File: config.mk
export PLATFORM = sky130hd
export DESIGN_NAME = aes_key_schedule
export DESIGN_NICKNAME = d
export VERILOG_FILES = /design/src/rtl/aes_pkg.sv /design/src/rtl/g_function.sv /design/src/rtl/aes_key_schedule.sv
export SDC_FILE = /design/constraint.sdc
export NUM_CORES = 2
export LEC_CHECK = 0
export ABC_AREA = 1
export CORE_UTILIZATION = 36
export CTS_CLUSTER_SIZE = 24
export DETAILED_ROUTE_END_ITERATION = 8
export PLACE_DENSITY = 0.51
export SLEW_MARGIN = 10
export SYNTH_ARGS = -nofsm -noshare
export SYNTH_HDL_FRONTEND = slang
export SYNTH_HIERARCHICAL = 1
export SYNTH_SLANG_ARGS = --single-unit
export TNS_END_PERCENT = 20
File: constraint.sdc
create_clock -name clk -period 3.3 [get_ports clk]
set_input_delay 0.66 -clock clk [delete_from_list [all_inputs] [get_ports clk]]
set_output_delay 0.66 -clock clk [all_outputs]
set_load 0.01 [all_outputs]
File: src/rtl/aes_pkg.sv
// Shared types and constants for the AES-128 key expansion slice.
package aes_pkg;

  localparam int NUM_ROUNDS  = 10;
  localparam int KEY_W       = 128;
  localparam int ROUND_IDX_W = 4;
  localparam int NUM_KEYS    = NUM_ROUNDS + 1;

  // Index of the final round key; also the highest legal buffer index.
  localparam logic [ROUND_IDX_W-1:0] LAST_ROUND = ROUND_IDX_W'(NUM_ROUNDS);

  typedef logic [31:0] word_t;

  typedef enum logic [1:0] {
    IDLE   = 2'd0,
    EXPAND = 2'd1,
    READY  = 2'd2
  } ks_state_e;

  // Forward AES S-box, indexed by the input byte.
  localparam logic [7:0] SBOX [256] = '{
    8'h63, 8'h7c, 8'h77, 8'h7b, 8'hf2, 8'h6b, 8'h6f, 8'hc5, 8'h30, 8'h01, 8'h67, 8'h2b, 8'hfe, 8'hd7, 8'hab, 8'h76,
    8'hca, 8'h82, 8'hc9, 8'h7d, 8'hfa, 8'h59, 8'h47, 8'hf0, 8'had, 8'hd4, 8'ha2, 8'haf, 8'h9c, 8'ha4, 8'h72, 8'hc0,
    8'hb7, 8'hfd, 8'h93, 8'h26, 8'h36, 8'h3f, 8'hf7, 8'hcc, 8'h34, 8'ha5, 8'he5, 8'hf1, 8'h71, 8'hd8, 8'h31, 8'h15,
    8'h04, 8'hc7, 8'h23, 8'hc3, 8'h18, 8'h96, 8'h05, 8'h9a, 8'h07, 8'h12, 8'h80, 8'he2, 8'heb, 8'h27, 8'hb2, 8'h75,
    8'h09, 8'h83, 8'h2c, 8'h1a, 8'h1b, 8'h6e, 8'h5a, 8'ha0, 8'h52, 8'h3b, 8'hd6, 8'hb3, 8'h29, 8'he3, 8'h2f, 8'h84,
    8'h53, 8'hd1, 8'h00, 8'hed, 8'h20, 8'hfc, 8'hb1, 8'h5b, 8'h6a, 8'hcb, 8'hbe, 8'h39, 8'h4a, 8'h4c, 8'h58, 8'hcf,
    8'hd0, 8'hef, 8'haa, 8'hfb, 8'h43, 8'h4d, 8'h33, 8'h85, 8'h45, 8'hf9, 8'h02, 8'h7f, 8'h50, 8'h3c, 8'h9f, 8'ha8,
    8'h51, 8'ha3, 8'h40, 8'h8f, 8'h92, 8'h9d, 8'h38, 8'hf5, 8'hbc, 8'hb6, 8'hda, 8'h21, 8'h10, 8'hff, 8'hf3, 8'hd2,
    8'hcd, 8'h0c, 8'h13, 8'hec, 8'h5f, 8'h97, 8'h44, 8'h17, 8'hc4, 8'ha7, 8'h7e, 8'h3d, 8'h64, 8'h5d, 8'h19, 8'h73,
    8'h60, 8'h81, 8'h4f, 8'hdc, 8'h22, 8'h2a, 8'h90, 8'h88, 8'h46, 8'hee, 8'hb8, 8'h14, 8'hde, 8'h5e, 8'h0b, 8'hdb,
    8'he0, 8'h32, 8'h3a, 8'h0a, 8'h49, 8'h06, 8'h24, 8'h5c, 8'hc2, 8'hd3, 8'hac, 8'h62, 8'h91, 8'h95, 8'he4, 8'h79,
    8'he7, 8'hc8, 8'h37, 8'h6d, 8'h8d, 8'hd5, 8'h4e, 8'ha9, 8'h6c, 8'h56, 8'hf4, 8'hea, 8'h65, 8'h7a, 8'hae, 8'h08,
    8'hba, 8'h78, 8'h25, 8'h2e, 8'h1c, 8'ha6, 8'hb4, 8'hc6, 8'he8, 8'hdd, 8'h74, 8'h1f, 8'h4b, 8'hbd, 8'h8b, 8'h8a,
    8'h70, 8'h3e, 8'hb5, 8'h66, 8'h48, 8'h03, 8'hf6, 8'h0e, 8'h61, 8'h35, 8'h57, 8'hb9, 8'h86, 8'hc1, 8'h1d, 8'h9e,
    8'he1, 8'hf8, 8'h98, 8'h11, 8'h69, 8'hd9, 8'h8e, 8'h94, 8'h9b, 8'h1e, 8'h87, 8'he9, 8'hce, 8'h55, 8'h28, 8'hdf,
    8'h8c, 8'ha1, 8'h89, 8'h0d, 8'hbf, 8'he6, 8'h42, 8'h68, 8'h41, 8'h99, 8'h2d, 8'h0f, 8'hb0, 8'h54, 8'hbb, 8'h16
  };

  function automatic logic [7:0] sbox(input logic [7:0] b);
    return SBOX[b];
  endfunction

endpackage

File: src/rtl/g_function.sv
// AES key-schedule word transform: RotWord, SubWord, then XOR of the round constant.
module g_function
  import aes_pkg::*;
(
  input  word_t                  word_in,
  input  logic [ROUND_IDX_W-1:0] round,
  output word_t                  word_out
);

  word_t      rot_word;
  word_t      sub_word;
  logic [7:0] rcon;

  assign rot_word = {word_in[23:0], word_in[31:24]};
  assign sub_word = {sbox(rot_word[31:24]), sbox(rot_word[23:16]),
                     sbox(rot_word[15:8]),  sbox(rot_word[7:0])};

  // Round constant lookup; rounds outside 1..10 contribute nothing.
  always_comb begin
    // NOTE: every path assigns rcon (the default arm included), so no latch can be inferred.
    unique case (round)
      4'd1:    rcon = 8'h01;
      4'd2:    rcon = 8'h02;
      4'd3:    rcon = 8'h04;
      4'd4:    rcon = 8'h08;
      4'd5:    rcon = 8'h10;
      4'd6:    rcon = 8'h20;
      4'd7:    rcon = 8'h40;
      4'd8:    rcon = 8'h80;
      4'd9:    rcon = 8'h1b;
      4'd10:   rcon = 8'h36;
      default: rcon = 8'h00;
    endcase
  end

  assign word_out = sub_word ^ {rcon, 24'h0};

endmodule

File: src/rtl/aes_key_schedule.sv
// Sequential AES-128 key expansion: one round key per clock into an 11-entry buffer,
// streamed as produced and readable at random with one cycle of latency.
module aes_key_schedule
  import aes_pkg::*;
(
  input  logic                   clk,
  input  logic                   rst_n,
  input  logic                   start,
  input  logic [KEY_W-1:0]       key_in,
  output logic                   busy,
  output logic                   keys_ready,
  output logic                   rk_valid,
  output logic [ROUND_IDX_W-1:0] rk_idx,
  output logic [KEY_W-1:0]       rk_data,
  input  logic [ROUND_IDX_W-1:0] rd_idx,
  output logic [KEY_W-1:0]       rd_key
);

  ks_state_e              state_q;
  ks_state_e              state_d;
  logic                   load;
  logic                   step;
  logic [ROUND_IDX_W-1:0] round_cnt;
  logic [ROUND_IDX_W-1:0] g_round;
  logic [KEY_W-1:0]       work_key;
  logic [KEY_W-1:0]       next_key;
  logic [KEY_W-1:0]       key_buf [NUM_KEYS];
  word_t                  g_out;
  word_t                  nw0;
  word_t                  nw1;
  word_t                  nw2;
  word_t                  nw3;

  // Hold the constant's round at 1 outside EXPAND so it never sees an undecoded value.
  assign g_round = (state_q == EXPAND) ? round_cnt : ROUND_IDX_W'(1);

  g_function u_g_function (
    .word_in  (work_key[31:0]),
    .round    (g_round),
    .word_out (g_out)
  );

  // Each new word chains off the one just produced; all plain XOR.
  assign nw0      = work_key[127:96] ^ g_out;
  assign nw1      = work_key[95:64]  ^ nw0;
  assign nw2      = work_key[63:32]  ^ nw1;
  assign nw3      = work_key[31:0]   ^ nw2;
  assign next_key = {nw0, nw1, nw2, nw3};

  assign busy       = (state_q == EXPAND);
  assign keys_ready = (state_q == READY);

  // FSM state register.
  always_ff @(posedge clk or negedge rst_n) begin
    // NOTE: sequential state uses non-blocking assignment so every register updates from pre-edge values.
    if (!rst_n) state_q <= IDLE;
    else        state_q <= state_d;
  end

  // Next-state logic: accept start only when idle or finished; leave EXPAND after the last round.
  always_comb begin
    state_d = state_q;
    load    = 1'b0;
    step    = 1'b0;
    unique case (state_q)
      IDLE, READY: begin
        if (start) begin
          load    = 1'b1;
          state_d = EXPAND;
        end
      end
      EXPAND: begin
        step = 1'b1;
        if (round_cnt == LAST_ROUND) state_d = READY;
      end
      default: state_d = IDLE;
    endcase
  end

  // Working key, round counter, key buffer and streamed output.
  always_ff @(posedge clk or negedge rst_n) begin
    if (!rst_n) begin
      round_cnt <= '0;
      work_key  <= '0;
      rk_valid  <= 1'b0;
      rk_idx    <= '0;
      rk_data   <= '0;
      // NOTE: the key buffer is cleared on reset so no stale key survives it; that is why it lives in flops.
      for (int i = 0; i < NUM_KEYS; i++) key_buf[i] <= '0;
    end else begin
      rk_valid <= 1'b0;
      if (load) begin
        key_buf[0] <= key_in;
        work_key   <= key_in;
        round_cnt  <= ROUND_IDX_W'(1);
        rk_valid   <= 1'b1;
        rk_idx     <= '0;
        rk_data    <= key_in;
      end else if (step) begin
        key_buf[round_cnt] <= next_key;
        work_key           <= next_key;
        rk_valid           <= 1'b1;
        rk_idx             <= round_cnt;
        rk_data            <= next_key;
        if (round_cnt != LAST_ROUND) round_cnt <= round_cnt + ROUND_IDX_W'(1);
      end
    end
  end

  // Registered buffer read; out-of-range indices read as zero, same-edge writes are not forwarded.
  always_ff @(posedge clk or negedge rst_n) begin
    if (!rst_n)                    rd_key <= '0;
    else if (rd_idx <= LAST_ROUND) rd_key <= key_buf[rd_idx];
    else                           rd_key <= '0;
  end

endmodule

# == Yosys cells after proc, flatten, opt, wreduce, memory -nomap -nowiden ==
# Memories as Yosys holds them, arrays and structs flattened.
# Index checks and enable logic that the tools add are counted.
# word_totals
regBits,1675
rom_bits,8320
in_bits,135
wordCells,90
n_memories,5
# mem_list
memory,depth,width,read_ports,rd_clocked_by_memory_dff,wr,line_no,text
(no name shown),256,8,1,0,0,aes_pkg.sv:41,return SBOX[b];
(no name shown),256,8,1,0,0,aes_pkg.sv:41,
(no name shown),256,8,1,0,0,aes_pkg.sv:41,
(no name shown),256,8,1,0,0,aes_pkg.sv:41,
(no name shown),16,8,1,0,0,g_function.sv:21,unique case (round)
# classes
add_sub_neg,1
magnitude_cmp,8
n_eq_ne,6
n_mux,33
bitwise_logic,12
n_reduce_logical,8
# ops
op,count
bitwise mux 1408 bit,1
2-to-1 mux 1408 bit,1
2-to-1 mux 128 bit,7
binary-select mux 128 bit (select 4 bit),1
demux 128 bit (select 4 bit),1
bitwise XOR 32 bit,5
2-to-1 mux 8 bit,8
greater-or-equal comparator 9 bit (second input constant),4
NOT 8 -> 9 bit,4
2-to-1 mux 4 bit,6
greater-or-equal comparator 5 bit (second input constant),2
NOT 4 -> 5 bit,2
AND reduction 2 bit,3
less-than comparator 5 x 1 -> 1 bit (second input constant),1
2-to-1 mux 1 bit,5
adder 4 x 1 -> 4 bit (second input constant),1
== test 4 bit (second input constant),1
less-or-equal comparator 4 bit (second input constant),1
2-to-1 mux 2 bit,2
inequality test 4 bit (second input constant),1
one-hot mux 2 bit (2 select lines),1
nonzero test 2 bit,2
== test 2 x 1 -> 1 bit (second input constant),1
== test 2 bit (second input constant),1
other kinds (6),6

# == Depth between registers and ports, before layout ==
# logic_depth
ltp_word,12
mapped_depth,27
ltp_nobuf,26

# == Modules after synthesis ==
# Netlist, hierarchy kept.
# modules_own_cells
module,n_inst,cells_per_inst,area_per_inst_um2,seq_area_each_um2
aes_key_schedule,1,8676,73965.9,41915.2
g_function,1,2343,11314.6,0.0

# == Worst setup path before layout ==
# OpenSTA, ideal clock, no wires.
# synth_path
kind,register to register
start,register work_key[17]
end,register key_buf[927] (netlist bit)
t_arrival_ps,3219
path_slack_ps,-52
path_stages_with_launch,24
synth_period_minus_slack_ps,3352
path_cell_list,dfrtp_1 > buf_2 > inv_1 > ha_1 > nand2_1 > buf_2 > nand3_1 > nand2_1 > nand3_1 > nand3_1 > nand3_1 > nand3_1 > nand2_1 > inv_1 > nand2_1 > nand2_1 > nand2_1 > nand2_1 > nand2_1 > nand2_1 > nand2_1 > nand2_1 > clkbuf_1 > o21ai_0
# synth_between
elab_chain_cells,10
# synth_rtl
element,line_no,text
"start, declared",aes_key_schedule.sv:25,logic [KEY_W-1:0] work_key;
"start signal, assigned",aes_key_schedule.sv:94,work_key <= key_in;
"start signal, assigned",aes_key_schedule.sv:101,work_key <= next_key;
NOT 8 -> 9 bit (not written as such),aes_pkg.sv:41,
memory (256 x 8 bit),n/a,
2-to-1 mux 8 bit (not written as such) (2 in a row),aes_pkg.sv:41,
bitwise XOR 32 bit,g_function.sv:36,"assign word_out = sub_word ^ {rcon, 24'h0};"
named net g_out[31],aes_key_schedule.sv:28,word_t g_out;
bitwise XOR 32 bit,aes_key_schedule.sv:44,assign nw0 = work_key[127:96] ^ g_out;
bitwise XOR 32 bit,aes_key_schedule.sv:45,assign nw1 = work_key[95:64] ^ nw0;
bitwise XOR 32 bit,aes_key_schedule.sv:46,assign nw2 = work_key[63:32] ^ nw1;
bitwise XOR 32 bit,aes_key_schedule.sv:47,assign nw3 = work_key[31:0] ^ nw2;
bitwise mux 1408 bit,aes_key_schedule.sv:100,key_buf[round_cnt] <= next_key;
"end signal, assigned by index",aes_key_schedule.sv:100,
"end, declared",aes_key_schedule.sv:27,logic [KEY_W-1:0] key_buf [NUM_KEYS];
# The timed path passes the listed nets, and every way through them passes these cells. The select of a mux whose other input is x is not followed.
# A chain may end at the register's enable or synchronous reset.

# == Final worst setup path ==
# layout_path
start,register work_key[9]
end,register key_buf[915] (netlist bit)
# The elaborated chain is that of the path after synthesis.

==> summary.md <==
| Metric | Value |
|---|---|
| Status | `complete, but fails checks` |
| Failing checks | `negative setup slack` |
| Initial DRC Count | `9901` |
| Yosys reg bits | `1675` |
| FF/Latch Area | `41900 um2` |
| First-pass GRT wire length | `650000 um` |
| Gr usage total | `38.2%` |
| Worst r2r src | `work_key[9]` |
| Total Routed Length | `467000 um` |
| First drt pass iteration count | `8` |
| RR Endpoint | `key_buf[915]` |
| Most numerous cell on the critical path | `buf_6` |
| Clock tree from TritonCTS | `built` |
| Initial antenna violation count | `31` |
| Mapped Area | `85300 um2` |
| Fin. Hold Viols | `0` |
| Final setup viols | `253` |
| Startpoint Class | `flip-flop` |
| Min cycle time layout | `3500 ps` |
| RSZ-0062 raised after global routing | `true` |
| Ys Warns | `6` |
| CP Capture Type | `flip-flop` |
| Critical path's slowest cell | `dfrtp_4` |
| Post-Synth Simple-Gate Area | `23.8%` |
| Core Region | `235000 um2` |
| Synth Flop Type | `dfrtp_1` |
| CTS clk-pin slew, worst paths | `60 ps` |
| Die Footprint | `239000 um2` |
| Slew headroom | `27.1%` |
| Final clock skew | `90.2 ps` |
| Adder-cell area share of the yosys netlist | `0.924%` |
| Largest net degree at the start of global routing | `144` |
| Initial core utilization | `36.2%` |
| Area grow syn2layout | `35.3%` |
| I/O Pins | `398` |
| Antenna-violating nets left | `0` |
| CP max FO | `5` |
| Fmax achieved | `286 MHz` |
| Worst-Skew Late Latency | `890 ps` |
| Vias | `88600` |
| Post-Synth XOR/XNOR Area | `0%` |
| Share of layout cells above drive strength 1 | `22.8%` |
| Clock sinks | `1675` |
| Register-to-register setup slack | `-200 ps` |
| Slew at the pin closest to its max-slew limit | `1090 ps` |
| Synth Area per Inst | `7.74 um2` |
| Final Util | `49.0%` |
| DRC | `0` |
| Ys async rst share | `100%` |
| Port bufs | `397` |
| Clk root buf | `clkbuf_16` |
| Main combinational cell family by area after synthesis | `simple AND/OR/NAND/NOR gates` |
| Multi-input logic area | `42100 um2` |
| Std-Cell Rows | `178` |
| Mapped Nets | `11200` |
| Vias in the first global route | `84700` |
| Die span in x | `489 um` |
| Final period utilization | `106%` |
| Hold WC Path Type | `in2async` |
| Data required time of the worst path | `4100 ps` |
| Drt wl/cell | `30.1 um` |
| Synth unique cells | `43` |
| Grt ovf | `0` |
| Post-synthesis mux area share | `0%` |
| Final Cell Area | `115000 um2` |
| WP buf/inv | `10` |
| Placer congestion estimate | `1.04` |
| Dpl hpwl | `329000 um` |
| CTS H-tree lvls | `4` |
| Mapped Cells | `11000` |
| Final worst slack | `-197 ps` |
| DP Area | `102000 um2` |
| CTS buffer count | `183` |
| Setup Slack @ Placement | `-1340 ps` |
| Synth Area in Compound Gates | `18.7%` |
| Sequential area share after synthesis | `49.1%` |
| Maximum clock path buffer count | `3` |
| Crit path max-delay family | `simple AND/OR/NAND/NOR gates` |
| Maxcap violations | `0` |
| Nets | `12400` |
| Vias/cell | `5.71` |
| CP peak stage delay | `610 ps` |
| CP Class | `reg2reg` |
| Number of synthesized flops with an enable pin | `0` |
| Fill cell count | `23000` |
| Depth of the worst register-to-register path | `25` |
| Slew Limit Fails | `0` |
| WP data arrival | `4290 ps` |
| Die Ht | `489 um` |
==> how the worst max path moves through the flow <==
stage,to,slack (ps),cells after the start,from
floorplan,key_buf[906],-20,25,work_key[1]
global placement,key_buf[1299],-1370,26,work_key[9]
detailed placement,key_buf[1299],-1340,26,work_key[9]
CTS,key_buf[1293],-330,26,work_key[1]
global route,key_buf[915],-270,26,work_key[9]
finish,key_buf[915],-200,25,work_key[9]
==> per-layer routing <==
layer | vias to the layer above | wire, um | GRT usage (%)
li1 | 39300 | - | -
met1 | 44100 | 191000 | 50.9
met2 | 4340 | 205000 | 57.7
met3 | 913 | 36800 | 6.37
met4 | 8 | 33600 | 23.5
met5 | - | 50 | 0
==> cells in the mapped netlist, types with 9 or more instances <==
cell type / number / area (um2)
a22oi_1: 125 / 938
o211ai_1: 312 / 2340
nor2_2: 12 / 75.1
inv_1: 602 / 2260
a2bb2oi_1: 45 / 394
o2111ai_1: 41 / 359
a31oi_1: 25 / 156
buf_1: 64 / 240
nand4_1: 115 / 719
dfrtp_1: 1675 / 41900
nand2_1: 3335 / 12500
o21bai_1: 9 / 67.6
buf_2: 261 / 1310
o21ai_0: 1746 / 8740
buf_4: 27 / 203
inv_2: 35 / 131
nor3_1: 10 / 50.1
o21ai_1: 221 / 1110
o311ai_0: 25 / 219
o221ai_1: 52 / 455
clkbuf_1: 481 / 1810
nand2_2: 16 / 100
ha_1: 63 / 788
o22ai_1: 44 / 275
a21oi_1: 171 / 856
nand3_1: 916 / 4580
nor2_1: 512 / 1920
buf_6: 32 / 360
==> repair_timing <==
action	in CTS	in global routing
hold endpoints to repair	20	0
hold buffers	1	0
gates resized for setup	727	1045
endpoints found under the setup margin	1233	1160
buffers inserted	64	75
gates cloned	7	16
pin swaps	127	252
==> area by class of cell <==
| cell class | instances | share of cell area (%) |
|---|---|---|
| Antenna cell | 25 | 0.0542 |
| Clock buffer | 257 | 4.55 |
| Clock inverter | 78 | 0.901 |
| Inverter | 644 | 2.27 |
| Multi-Input combinational cell | 7836 | 36.5 |
| Sequential cell | 1675 | 36.4 |
| Tap cell | 3150 | 3.42 |
| Timing Repair Buffer | 1846 | 15.9 |
==> cells in the final DEF, fill, tap and decap left out, drive strengths merged, types with 7 or more instances in the layout <==
| cell type | n |
|---|---|
| clkbuf | 270 |
| nand4 | 115 |
| buf | 1438 |
| inv | 641 |
| diode | 25 |
| nand2 | 3357 |
| o211ai | 312 |
| a2bb2oi | 45 |
| clkdlybuf4s50 | 393 |
| o2111ai | 41 |
| clkinv | 63 |
| o21bai | 9 |
| nand3b | 7 |
| bufinv | 13 |
| a22oi | 125 |
| nor2 | 533 |
| nor3 | 10 |
| ha | 63 |
| o221ai | 52 |
| a31oi | 25 |
| dfrtp | 1675 |
| o22ai | 44 |
| o21ai | 1967 |
| nand3 | 919 |
| o311ai | 26 |
| a21oi | 171 |
==> kinds of logic (layout without fill, tap and decap cells) <==
kind of cell / after synthesis / after routing
AO/OA/AOI/OAI: 2823 / 2823
other: 0 / 25
flip-flops: 1675 / 1675
AND/OR/NAND/NOR: 4948 / 4950
buffers and inverters: 1510 / 2825
adder cells (fa/ha/maj): 63 / 63
==> flip-flops by register name, indices dropped and copies added (netlist names) <==
register and count:
rk_valid 1, rk_idx 4, state_q 2, key_buf 1408
round_cnt 4, rd_key 128, work_key 128
==> per-stage QoR <==
stage / setup TNS [ps] / cells / hold WS, ps
after detailed placement: -549030 / 15000 / 460
after global routing: -61130 / 15500 / 359
after global placement: -585510 / 15000 / 456
after CTS: -63370 / 15400 / 358
final: -13840 / 15500 / 359
after floorplan: -264 / 11000 / 364
Power is not shown: default switching activity piles up to over one toggle a cycle in this logic, so the estimate is an artifact.
